<file path="config.mk">
export PLATFORM = sky130hd
export DESIGN_NAME = mem_bus_ctrl
export DESIGN_NICKNAME = d
export VERILOG_FILES = /design/src/rtl/mem_bus_ctrl.sv
export SDC_FILE = /design/constraint.sdc
export NUM_CORES = 1
export LEC_CHECK = 0
export BUFFER_PORTS_ARGS = -buffer_cell sky130_fd_sc_hd__buf_2
export CAP_MARGIN = 10
export CORE_UTILIZATION = 35
export DETAILED_ROUTE_END_ITERATION = 12
export HOLD_SLACK_MARGIN = 0.1
export SLEW_MARGIN = 20
export SYNTH_ARGS = -nofsm -noshare
export SYNTH_HDL_FRONTEND = slang
export SYNTH_SLANG_ARGS = --single-unit
</file>
<file path="constraint.sdc">
create_clock -name clk_qzt -period 4.32 [get_ports clk_qzt]
set_clock_uncertainty 0.15 [all_clocks]
set_input_delay 0.432 -clock clk_qzt [delete_from_list [all_inputs] [get_ports clk_qzt]]
set_output_delay 0.432 -clock clk_qzt [all_outputs]
set_load 0.02 [all_outputs]
</file>
<file path="src/rtl/mem_bus_ctrl.sv">
// mem_bus_ctrl
//   Sequencer between a CPU valid/ready request port and a 256-byte block RAM.
//   Each request becomes one RAM access (byte) or two (16-bit, little-endian,
//   second address wraps mod 256). Every access is a one-cycle address/data
//   setup, then ram_clk held high for HOLD_CYC cycles, then held low for
//   HOLD_CYC cycles. Read data is captured on the last low cycle. A single
//   response strobe follows the final access.
//
// Ports
//   clk_qzt    board quartz clock, all state on its rising edge
//   rst_n      asynchronous active-low reset
//   req_valid  request present          req_ready  high only when idle
//   req_we     1 = write, 0 = read      req_wide   1 = 16-bit, 0 = byte
//   req_addr   low-byte address         req_wdata  [7:0] -> addr, [15:8] -> addr+1
//   rsp_valid  one-cycle response       rsp_rdata  read data ([15:8] = 0 for byte)
//   busy       high in every state except IDLE
//   ram_clk    RAM strobe               ram_en / ram_we  RAM enable / write enable
//   ram_addr   RAM address              ram_wdata  RAM data in
//   ram_rdata  RAM data out
module mem_bus_ctrl #(
  parameter int HOLD_CYC = 4
) (
  input  logic        clk_qzt,
  input  logic        rst_n,
  input  logic        req_valid,
  output logic        req_ready,
  input  logic        req_we,
  input  logic        req_wide,
  input  logic [7:0]  req_addr,
  input  logic [15:0] req_wdata,
  output logic        rsp_valid,
  output logic [15:0] rsp_rdata,
  output logic        busy,
  output logic        ram_clk,
  output logic        ram_en,
  output logic        ram_we,
  output logic [7:0]  ram_addr,
  output logic [7:0]  ram_wdata,
  input  logic [7:0]  ram_rdata
);

  typedef enum logic [2:0] {
    IDLE  = 3'd0,
    SETUP = 3'd1,
    HIGH  = 3'd2,
    LOW   = 3'd3,
    DONE  = 3'd4
  } state_t;

  // Counter runs HOLD_CYC-1 down to 0, so each phase spans exactly HOLD_CYC cycles.
  localparam logic [7:0] HOLD_M1 = 8'(HOLD_CYC - 1);

  state_t      state;
  logic [7:0]  cnt;
  logic        idx;
  logic        lat_wide;
  logic [7:0]  lat_addr;
  logic [7:0]  lat_whi;

  assign req_ready = (state == IDLE);

  // Outputs are registered and updated on the transition into the state
  // they belong to, so they are glitch-free toward the edge-detecting RAM.
  always_ff @(posedge clk_qzt or negedge rst_n) begin
    if (!rst_n) begin
      state     <= IDLE;
      cnt       <= 8'd0;
      idx       <= 1'b0;
      lat_wide  <= 1'b0;
      lat_addr  <= 8'd0;
      lat_whi   <= 8'd0;
      ram_clk   <= 1'b0;
      ram_en    <= 1'b0;
      ram_we    <= 1'b0;
      ram_addr  <= 8'd0;
      ram_wdata <= 8'd0;
      rsp_valid <= 1'b0;
      rsp_rdata <= 16'd0;
      busy      <= 1'b0;
    end else begin
      case (state)
        IDLE: begin
          if (req_valid) begin
            lat_wide  <= req_wide;
            lat_addr  <= req_addr;
            lat_whi   <= req_wdata[15:8];
            idx       <= 1'b0;
            rsp_rdata <= 16'd0;
            ram_addr  <= req_addr;
            ram_wdata <= req_wdata[7:0];
            ram_we    <= req_we;
            ram_en    <= 1'b1;
            ram_clk   <= 1'b0;
            busy      <= 1'b1;
            state     <= SETUP;
          end
        end

        SETUP: begin
          ram_clk <= 1'b1;
          cnt     <= HOLD_M1;
          state   <= HIGH;
        end

        HIGH: begin
          if (cnt == 8'd0) begin
            ram_clk <= 1'b0;
            cnt     <= HOLD_M1;
            state   <= LOW;
          end else begin
            cnt <= cnt - 8'd1;
          end
        end

        LOW: begin
          if (cnt == 8'd0) begin
            if (idx) rsp_rdata[15:8] <= ram_rdata;
            else     rsp_rdata[7:0]  <= ram_rdata;
            if (lat_wide && !idx) begin
              // Second byte of a wide access; 8-bit add wraps 0xFF -> 0x00.
              idx       <= 1'b1;
              ram_addr  <= lat_addr + 8'd1;
              ram_wdata <= lat_whi;
              state     <= SETUP;
            end else begin
              ram_en    <= 1'b0;
              ram_we    <= 1'b0;
              rsp_valid <= 1'b1;
              state     <= DONE;
            end
          end else begin
            cnt <= cnt - 8'd1;
          end
        end

        DONE: begin
          rsp_valid <= 1'b0;
          busy      <= 1'b0;
          state     <= IDLE;
        end

        default: begin
          ram_clk   <= 1'b0;
          ram_en    <= 1'b0;
          ram_we    <= 1'b0;
          rsp_valid <= 1'b0;
          busy      <= 1'b0;
          state     <= IDLE;
        end
      endcase
    end
  end

endmodule

</file>
Word level (Yosys, flattened, before mapping)
Index checks and enable logic that the tools add are counted.
Word-level totals
  input bits: 37
  register bits: 66
  latch bits: 0
  memory bits (read-only): 0
  memory bits (writable): 0
  memories: 0
Operators by class
  bitwise operators: 4
  div/mod/pow operators: 0
  mux-type cells: 37
  shift operators: 0
  reduce and logical (&&, ||, !) cells: 20
  order comparisons: 0
  add/sub/neg operators: 2
  multipliers: 0
  equal/unequal tests: 12
Operators by type and width (count)
  $mux 8: 10
  $mux 16: 2
  $pmux 16 s2: 1
  $pmux 8 s2: 2
  $pmux 8 s3: 1
  $ne 2x2->1 const B: 8
  $reduce_and 4->1: 4
  $mux 3: 4
  $pmux 3 s4: 1
  $mux 1: 10
  $reduce_and 3->1: 3
  $reduce_or 3->1: 3
  $add 8x1->8 const B: 1
  $logic_not 8->1: 1
  $sub 8x1->8 const B: 1
  $eq 3x2->1 const B: 2
  $pmux 1 s2: 3
  $pmux 1 s3: 2
  $reduce_and 2->1: 3
  $not 1->1: 4
  $pmux 1 s4: 1
  $eq 3x1->1 const B: 1
  $eq 3x3->1 const B: 1
  $logic_not 3->1: 1
  5 further kinds: 5

Depth between registers and ports, before layout
Gate-level depths: netlist of the first run.
  depth after elaboration: 5
  depth in mapped cells: 8
  gate-level depth less buffers: 6

Least setup slack after synthesis of the first run
OpenSTA, ideal clock, no wires.
  kind: reg2reg
  start point: reg cnt[0]
  end point: reg rsp_rdata[0]
  cell stages (with the launch flop): 9
  period minus slack after synthesis: 1.960 ns
  required time: 4.087 ns
  data arrival time: 1.727 ns
  slack: 2.360 ns
  path through: dfrtp_1 inv_1 ha_1 or4b_1 buf_6 nor4_4 buf_6 nand2_1 o21ai_0
Between the ends
  word-level cells in the longest chain between the ends: 3
Ends and longest elaborated chain
  start: declaration: line 54  | logic [7:0] cnt;
  start signal: assignment: line 111  | cnt <= cnt - 8'd1;
  start signal: assignment: line 132  | cnt <= cnt - 8'd1;
  $logic_not 8->1: line 116  | if (cnt == 8'd0) begin
  $ne 2x2->1 (no source line)
  $reduce_and 4->1 (no source line)
  end signal: assignment: line 118  | else rsp_rdata[7:0] <= ram_rdata;
  end: declaration: line 32  | output logic [15:0] rsp_rdata,
No other way between the ends.
A chain may end at the register's enable or synchronous reset.

Worst setup path after layout of the first run
  start point: reg state[1]
  end point: reg rsp_rdata[2]
Between the ends
  word-level cells in the longest chain between the ends: 3
  elaborated cells on any way between the ends: 8
  those cells by class: eq/ne: 4; mux: 1; reduce/logical: 3
Ends and longest elaborated chain
  start: declaration: line 53  | state_t state;
  start signal: assignment: line 66  | state <= IDLE;
  start signal: assignment: line 95  | state <= SETUP;
  start signal: assignment: line 102  | state <= HIGH;
  $eq 3x2->1 / $logic_not 3->1 (equally long branches): line 81  | case (state)
  $ne 2x2->1 (no source line) / $reduce_bool 2->1 (equally long branches)
  $reduce_and 4->1 (no source line)
Several ways; a longest one is shown, not always the timed one.

==> results of run 1 <==
==> cell usage in the layout (no fill, tap or decap), types with 6 or more instances in the layout <==
cell type  count
buf_2         74
inv_1         14
nand3_1        9
clkbuf_8      10
a21oi_1        8
xor2_1         6
o21ai_0       28
nor2_1        20
mux2i_1       19
dfrtp_1       66
nand2_1       94
==> sequential cells by signal, indices dropped and copies added, names as in the netlist <==
name	cells
lat_whi	8
ram_addr	8
lat_wide	1
state	3
ram_we	1
ram_en	1
busy	1
ram_clk	1
rsp_valid	1
ram_wdata	8
lat_addr	8
rsp_rdata	16
cnt	8
idx	1
==> critical path: cells and delay by family, from the launching register on <==
family | cells | cell delay [ns]
DFF | 1 | 0.67
and+or+nand+nor | 2 | 1.35
AOI/OAI and AO/OA | 1 | 0.20
==> through the flow <==
step           util, %  cells
2_1_floorplan        -    334
3_3_place_gp      41.5    504
3_5_place_dp      41.5    504
4_1_cts           44.2    521
5_1_grt           44.2    521
6_report          44.2    521
==> where the power goes <==
| group | switching, W | internal (W) | leakage, nW |
|---|---|---|---|
| Combinational | 0.000711 | 0.000442 | 0.970 |
| Clock | 0.000244 | 0.000342 | 0.112 |
| Sequential | 0.000217 | 0.000885 | 0.838 |
==> routing by layer <==
layer / GRT usage, % / routed length, um
met2: 25.5 / 3240
met1: 21.1 / 3290
met5: 0 / 0
met4: 5.17 / 77
met3: 4.19 / 333
==> cell type report <==
type	count	area, um2
flip-flops and latches	66	1650
multi-input cells	237	1370
inverters	14	52.6
repair buffers	80	418
well taps	108	135
fillers	849	4870
clock inverters	6	90.1
clock buffers	10	138
==> logic make-up (layout without fill, tap and decap cells) <==
logic type	Yosys count	in the layout	share of synthesized area [%]
flops	66	66	52.4
compound gates	59	59	12.2
xor+xnor	9	9	2.50
mux	19	19	6.04
fa+ha+maj	3	3	1.19
simple gates	147	147	21.1
buf+inv	31	110	4.49
==> how the worst max path moves through the flow <==
| stage | slack (ns) | cells after the start | to |
|---|---|---|---|
| 2_1_floorplan | 2.36 | 8 | rsp_rdata[0] |
| 3_3_place_gp | 1.84 | 3 | rsp_rdata[5] |
| 3_5_place_dp | 1.72 | 3 | rsp_rdata[2] |
| 4_1_cts | 1.74 | 3 | rsp_rdata[2] |
| 5_1_grt | 1.52 | 3 | rsp_rdata[2] |
| 6_report | 1.77 | 3 | rsp_rdata[2] |
==> flow_metrics.tcl, run 1 <==
set metrics [dict create \
    drt_iter0_drcs 73 \
    detailroute.via_count 2535 \
    avgViaCountPerCell 4.87 \
    cts_tree "done" \
    tritoncts_num_sinks 66 \
    synth_most_common_cell "nand2_1" \
    placement.cell_area_mm2 0.00362 \
    final_replace_weighted_congestion 0.751 \
    setup_viol 0 \
    area_enclosed_by_the_die_boundary_mm2 0.00938 \
    die_x_um 96.9 \
    dp_worst_setup_slack_ns 1.72 \
    crit_chain "nand3b_2 > nor4_4 > o21ai_0" \
    detailed_place_hpwl_um 4740 \
    worst-path-max-fanout 19 \
    timing.rr.start "state[1]" \
    holdCritStartpoint "req_wdata[14]" \
    tritoncts.num_buffers 9 \
    drive_above_1_share_pct 25.7 \
    diodes 0 \
    crit_path_start "state[1]" \
    timing.setup.critical_path_class "reg -> reg" \
    timing.slew.headroom_pct 48.0 \
    synthTopCellsByCount "94 x nand2_1, 66 x dfrtp_1, 28 x o21ai_0" \
    yosys.area.top_type_share_pct 52.4 \
    peakVddDrop_mv 0.250 \
    yosys_register_bits 66 \
    drt.antenna.violating_nets 0 \
    grt.total_usage_pct 16.0 \
    mapped_area_mm2 0.00315 \
    setup.reg_to_reg.worst_slack_ns 1.77 \
    synth_enable_flop_cells 0 \
    grt_remaining_overflow 0 \
    area_growth_pct 22.4 \
    synth.area.top_cells "dfrtp_1 52%, nand2_1 11%, mux2i_1 6.0%, o21ai_0 4.4%, nor2_1 2.4%" \
    worst_hold_path_type "in -> reg" \
    syn-num-nets 374 \
    worst-endpoint-arrival_ns 2.58 \
    slowest_stage "nor4_4" \
    clk-insertion-delay-late_ns 0.34 \
    final_nets 448 \
    post_cts_hold_buffer_count 1 \
    timing.setup.tns_ns 0 \
    cts_setup_buffers 0 \
    final.hold.worst_slack_ns 0.125 \
    power_per_cell_area_mw_per_mm2 737 \
    grt_pass1_vias 2450 \
    post_syn_instances 334 \
    port-buffer-count 74 \
    critPathCaptureType "flip-flop" \
    status "complete, no violations" \
    timing.final.crit_period_ns 2.55 \
    hold_violations 0 \
    min_delay_path_depth 3 \
    power.static_leakage_nw 1.92 \
    design_power_total_w 0.00284 \
    core_area_mm2 0.00872 \
    die_height_um 96.9 \
    grt_max_degree 36 \
    netlist-cell-type-count 40 \
    max_clock_freq_mhz 393 \
    maxSlewViolCount 0 \
    clockRootBuffer "clkbuf_8" \
    row_cnt 34 \
    htreeDepth 3 \
    unrepaired_setup_endpoints_after_global_routing "false" \
    max_stage_delay_ns 0.82 \
    postSynthAreaPerCell_um2 9.43 \
    worst_setup_hold_path_clk_slew_ns 0.08 \
    synth-seq-area-share_pct 52.4 \
    max_slew.worst_pin.slew_ns 0.780 \
    rr_endpoint "rsp_rdata[2]" \
    synth_area_leader "dfrtp_1" \
    worst_slack_setup_final_ns 1.77 \
    critPathLaunchType "flip-flop" \
    final.period_utilization_pct 59.0 \
    wire_length_of_the_first_global_routing_pass_um 11900 \
    remaining_drc_errors 0 \
    worstRegToRegCells 3 \
    grt_antenna_before_repair 0 \
    critPathRequiredTime_ns 4.35 \
    holdPathEnd "lat_whi[6]" \
    cts.path.max_buffers 2 \
    maxCapViolations 0 \
    routed_wire_length_per_instance_um 13.3 \
    wl_um 6950 \
    design.portCount 75 \
    synth_async_sr_flop_share_pct 100 \
    design_area_mm2 0.00385 \
    initial_utilization_pct 36.1 \
    yosys_most_used_dff "dfrtp_1" \
    first_pass_iters 4 \
    post_cts_resized 0 \
    synth.yosys.warnings 0 \
]
(Power assumes the default switching activity.)
==> run 2, diff against run 1 <==
- clock period: 4.32 -> 2.4 ns (I/O delays scaled with it)
==> flow_metrics.tcl, run 2 (same netlist as run 1, synthesis figures left out) <==
set metrics [dict create \
    die_height_um 96.9 \
    cts.path.max_buffers 2 \
    layout.cells.most_common_list "94 x nand2_1, 74 x buf_2, 66 x dfrtp_1" \
    mostFrequentLayoutCell "nand2_1" \
    grt.total_usage_pct 16.8 \
    max_slew.worst_pin.slew_ns 0.694 \
    drt_iter0_drcs 122 \
    final_nets 493 \
    worstRegToRegCells 6 \
    row_cnt 34 \
    timing.rr.start "cnt[0]" \
    timing.setup.critical_path_class "reg -> reg" \
    peakVddDrop_mv 0.626 \
    grt_max_degree 33 \
    timing.final.crit_period_ns 2.27 \
    maxSlewViolCount 0 \
    power_per_cell_area_mw_per_mm2 1250 \
    holdPathEnd "ram_clk" \
    globalRouteMet1Util_pct 21.4 \
    rr_endpoint "ram_en" \
    diodes 0 \
    busiest_layer_in_global_routing "met2" \
    worst_slack_setup_final_ns 0.127 \
    wire_length_of_the_first_global_routing_pass_um 12800 \
    maxCapViolations 0 \
    tritoncts.num_buffers 9 \
    post_cts_resized 0 \
    critPathLaunchType "flip-flop" \
    max_clock_freq_mhz 440 \
    final_util_pct 49.3 \
    hold_violations 0 \
    worst-endpoint-arrival_ns 2.34 \
    holdCritStartpoint "req_valid" \
    drt.antenna.violating_nets 0 \
    final_replace_weighted_congestion 0.809 \
    core_area_mm2 0.00872 \
    design_area_mm2 0.00430 \
    detailed_place_hpwl_um 5210 \
    clk-insertion-delay-late_ns 0.34 \
    globalRouteMet3Util_pct 3.76 \
    worst_setup_hold_path_clk_slew_ns 0.07 \
    placed_cells 515 \
    unrepaired_setup_endpoints_after_global_routing "true" \
    drive_above_1_share_pct 25.3 \
    dp_worst_setup_slack_ns 0.172 \
    clockRootBuffer "clkbuf_8" \
    initial_utilization_pct 36.1 \
    design.portCount 75 \
    first_pass_iters 4 \
    htreeDepth 3 \
    area_growth_pct 36.6 \
    cts_tree "done" \
    biggest_register "rsp_rdata" \
    grt_pass1_vias 2789 \
    routed_wire_length_per_instance_um 13.2 \
    detailroute.via_count 2773 \
    worst-path-max-fanout 10 \
    final_cell_count_no_fill 566 \
    min_delay_path_depth 4 \
    cts_setup_buffers 0 \
    largest_register_ff_count 16 \
    status "complete, no violations" \
    placement.cell_area_mm2 0.00371 \
    setup_viol 0 \
    timing.setup.tns_ns 0 \
    critPathCaptureType "flip-flop" \
    area_enclosed_by_the_die_boundary_mm2 0.00938 \
    die_x_um 96.9 \
    grt_remaining_overflow 0 \
    tritoncts_num_sinks 66 \
    worst_hold_path_type "in -> reg" \
    global_route.usage.met2_pct 27.7 \
    final.period_utilization_pct 94.7 \
    critPathRequiredTime_ns 2.47 \
    remaining_drc_errors 0 \
    power.static_leakage_nw 2.13 \
    wl_um 7500 \
    grt_antenna_before_repair 0 \
    avgViaCountPerCell 4.90 \
    setup.reg_to_reg.worst_slack_ns 0.13 \
    timing.slew.headroom_pct 53.7 \
    port-buffer-count 74 \
]
## run 2: power breakdown
group,internal [W],switching (W),total [W]
registers,0.00159,0.000357,0.00195
clock network,0.000694,0.000433,0.00113
logic,0.000908,0.00138,0.00229
## run 2: what timing repair did
item                                    in CTS  in global routing
endpoints found under the hold margin      113                  0
hold buffers                                35                  0
endpoints found under the setup margin       0                  2
## run 2: worst max path at each step
stage	end	start	cells after the start
6_report	ram_en	cnt[0]	6
5_1_grt	ram_wdata[2]	cnt[0]	7
3_3_place_gp	ram_en	cnt[0]	6
4_1_cts	ram_en	cnt[0]	6
3_5_place_dp	ram_en	cnt[0]	6
2_1_floorplan	rsp_rdata[0]	cnt[0]	8
## run 2: area by class of cell
type | instances | area, um2
Tap cell | 108 | 135
Clock inverter | 6 | 113
Inverter | 14 | 52.6
Clock buffer | 10 | 128
Sequential cell | 66 | 1650
Timing Repair Buffer | 125 | 853
Multi-Input combinational cell | 237 | 1370
Fill cell | 825 | 4420
## run 2: worst max-delay path, stage by stage, from the launching register on
cell and delay [ns]:
dfrtp_1 0.43, inv_1 0.10, ha_1 0.16, or4b_1 0.65, nor2_1 0.24, nand3_1 0.14, a32o_1 0.29
## run 2: layer usage
metal,wire (um),part of all wire (%)
met5,0,0
met4,129,1.7
met3,353,4.7
met2,3600,48
met1,3420,46
## run 2: through the flow
step	hold slack, ns	total power (W)
floorplan	-0.206	0.00347
global placement	0.00586	0.00416
detailed placement	0.00752	0.00422
CTS	0.117	0.00541
global route	0.171	0.00576
finish	0.138	0.00537
==> run 3, diff against run 2 <==
--- a/config.mk
+++ b/config.mk
@@ -9,6 +9,8 @@
 export CAP_MARGIN = 10
 export CORE_UTILIZATION = 35
+export CTS_BUF_LIST = sky130_fd_sc_hd__clkbuf_4
 export DETAILED_ROUTE_END_ITERATION = 12
 export HOLD_SLACK_MARGIN = 0.1
+export PLACE_DENSITY_LB_ADDON = 0.3
 export SLEW_MARGIN = 20
 export SYNTH_ARGS = -nofsm -noshare
--- a/constraint.sdc
+++ b/constraint.sdc
@@ -3,3 +3,3 @@
 set_input_delay 0.24 -clock clk_qzt [delete_from_list [all_inputs] [get_ports clk_qzt]]
 set_output_delay 0.24 -clock clk_qzt [all_outputs]
-set_load 0.02 [all_outputs]
+set_load 0.01 [all_outputs]
==> flow_metrics.tcl, run 3 (same netlist as run 1, synthesis figures left out) <==
set metrics [dict create \
    status "complete, no violations" \
    htreeDepth 3 \
    max_stage_delay_ns 0.53 \
    timing.setup.critical_path_class "reg -> reg" \
    worst_setup_hold_path_clk_slew_ns 0.12 \
    timing.rr.start "cnt[0]" \
    clockRootBuffer "clkbuf_4" \
    crit_chain "inv_1 > ha_1 > or4b_1 > buf_4 > o211ai_1 > o21ai_0 > a21oi_1" \
    first_pass_iters 4 \
    final_nets 492 \
    grt_antenna_before_repair 0 \
    worst-path-max-fanout 8 \
    setup_viol 0 \
    tritoncts_num_sinks 66 \
    final.period_utilization_pct 89.2 \
    avgViaCountPerCell 4.86 \
    mostFrequentLayoutCell "nand2_1" \
    wire_length_of_the_first_global_routing_pass_um 13000 \
    critPathRequiredTime_ns 2.58 \
    timing.setup.tns_ns 0 \
    cts.path.max_buffers 2 \
    worst_slack_setup_final_ns 0.259 \
    die_x_um 96.9 \
    worstPathBufferInverterCount 2 \
    drive_above_1_share_pct 24.9 \
    drt.antenna.violating_nets 0 \
    peakVddDrop_mv 0.515 \
    critPathCaptureType "flip-flop" \
    drt_iter0_drcs 149 \
    diodes 0 \
    setup.reg_to_reg.worst_slack_ns 0.26 \
    grt_max_degree 67 \
    grt.total_usage_pct 17.2 \
    cts_tree "done" \
    initial_utilization_pct 36.1 \
    unrepaired_setup_endpoints_after_global_routing "false" \
    detailed_place_hpwl_um 4910 \
    power.static_leakage_nw 2.11 \
    timing.slew.headroom_pct 68.2 \
    timing.critical_path.max_delay_family "simple AND/OR/NAND/NOR gates" \
    wl_um 7380 \
    port-buffer-count 74 \
    die_height_um 96.9 \
    max_clock_freq_mhz 467 \
    area_growth_pct 35.7 \
    slowest_stage "or4b_1" \
    maxSlewViolCount 0 \
    largest_register_ff_count 16 \
    hold_violations 0 \
    power_per_cell_area_mw_per_mm2 1180 \
    critPathLaunchType "flip-flop" \
    worst_hold_path_type "in -> async" \
    max_slew.worst_pin.slew_ns 0.471 \
    rr_endpoint "cnt[1]" \
    detailroute.via_count 2744 \
    area_enclosed_by_the_die_boundary_mm2 0.00938 \
    grt_remaining_overflow 0 \
    design.portCount 75 \
    routed_wire_length_per_instance_um 13.1 \
    cts_setup_buffers 0 \
    row_cnt 34 \
    remaining_drc_errors 0 \
    tritoncts.num_buffers 9 \
    biggest_register "rsp_rdata" \
    worst-endpoint-arrival_ns 2.32 \
    clk-insertion-delay-late_ns 0.40 \
    final_replace_weighted_congestion 0.753 \
    timing.final.crit_period_ns 2.14 \
    core_area_mm2 0.00872 \
    worstRegToRegCells 7 \
    grt_pass1_vias 2699 \
    dp_worst_setup_slack_ns 0.143 \
    layout.cells.most_common_list "94 x nand2_1, 74 x buf_2, 66 x dfrtp_1" \
    maxCapViolations 0 \
]
## run 3: cell types whose count changed in the layout (fill, tap and decap cells not counted), sizes merged
cell / before / now
clkinvlp: 0 / 1
bufinv: 3 / 4
clkbuf: 10 / 9
clkinv: 2 / 1
buf: 90 / 88
dlygate4sd3: 35 / 36
## run 3: final cells by class
class                           count  area [um2]
Tap cell                          108         135
Timing Repair Buffer              124         848
Inverter                           14        52.6
Fill cell                         827        4450
Clock inverter                      7         140
Clock buffer                        9        67.6
Multi-Input combinational cell    237        1380
Sequential cell                    66        1650
## run 3: worst max-delay path by stage
| stage | slack (ns) | endpoint | cells after the start | startpoint |
|---|---|---|---|---|
| 2_1_floorplan | 0.44 | rsp_rdata[0] | 8 | cnt[0] |
| 6_report | 0.26 | cnt[1] | 7 | cnt[0] |
| 4_1_cts | 0.12 | rsp_rdata[11] | 6 | cnt[0] |
| 5_1_grt | 0.11 | rsp_rdata[11] | 6 | cnt[0] |
| 3_3_place_gp | 0.24 | rsp_rdata[12] | 6 | cnt[0] |
| 3_5_place_dp | 0.14 | rsp_rdata[11] | 6 | cnt[0] |
## run 3: per-stage QoR
step | std cells | util (%) | hold WS (ns) | area, um2 | power [W]
after global placement | 513 | 42.4 | 0.136 | 3700 | 0.00393
after global routing | 565 | 49.0 | 0.235 | 4270 | 0.00546
final | 565 | 49.0 | 0.208 | 4270 | 0.00505
after floorplan | 334 | - | -0.206 | 3150 | 0.00326
after detailed placement | 513 | 42.4 | 0.140 | 3700 | 0.00397
after CTS | 565 | 48.9 | 0.203 | 4270 | 0.00509
## run 3: repair_timing
action / in CTS / in global routing
gates resized for setup: 0 / 1
endpoints found under the hold margin: 117 / 0
hold buffers: 36 / 0
endpoints found under the setup margin: 0 / 6
## run 3: metal layers
metal | vias up | GRT usage [%] | wire length, um
met1 | 1305 | 23.6 | 3470
met5 | - | 0 | 0
met2 | 64 | 27.3 | 3550
met4 | 0 | 5.86 | 63
li1 | 1371 | - | -
met3 | 4 | 3.03 | 298
## run 3: power by group
group          leakage, nW  switching (W)  internal (W)
clock                0.104       0.000417      0.000632
sequential           0.838       0.000367       0.00159
combinational         1.17        0.00113      0.000906
total                 2.11        0.00192       0.00313
## run 3: worst register-to-register path: cells and delay by family, from the launching register on
| kind | cells | cell delay [ns] |
|---|---|---|
| AOI/OAI and AO/OA | 3 | 0.47 |
| adders and majority gates | 1 | 0.17 |
| buffers and inverters | 2 | 0.32 |
| DFF | 1 | 0.45 |
| and+or+nand+nor | 1 | 0.53 |
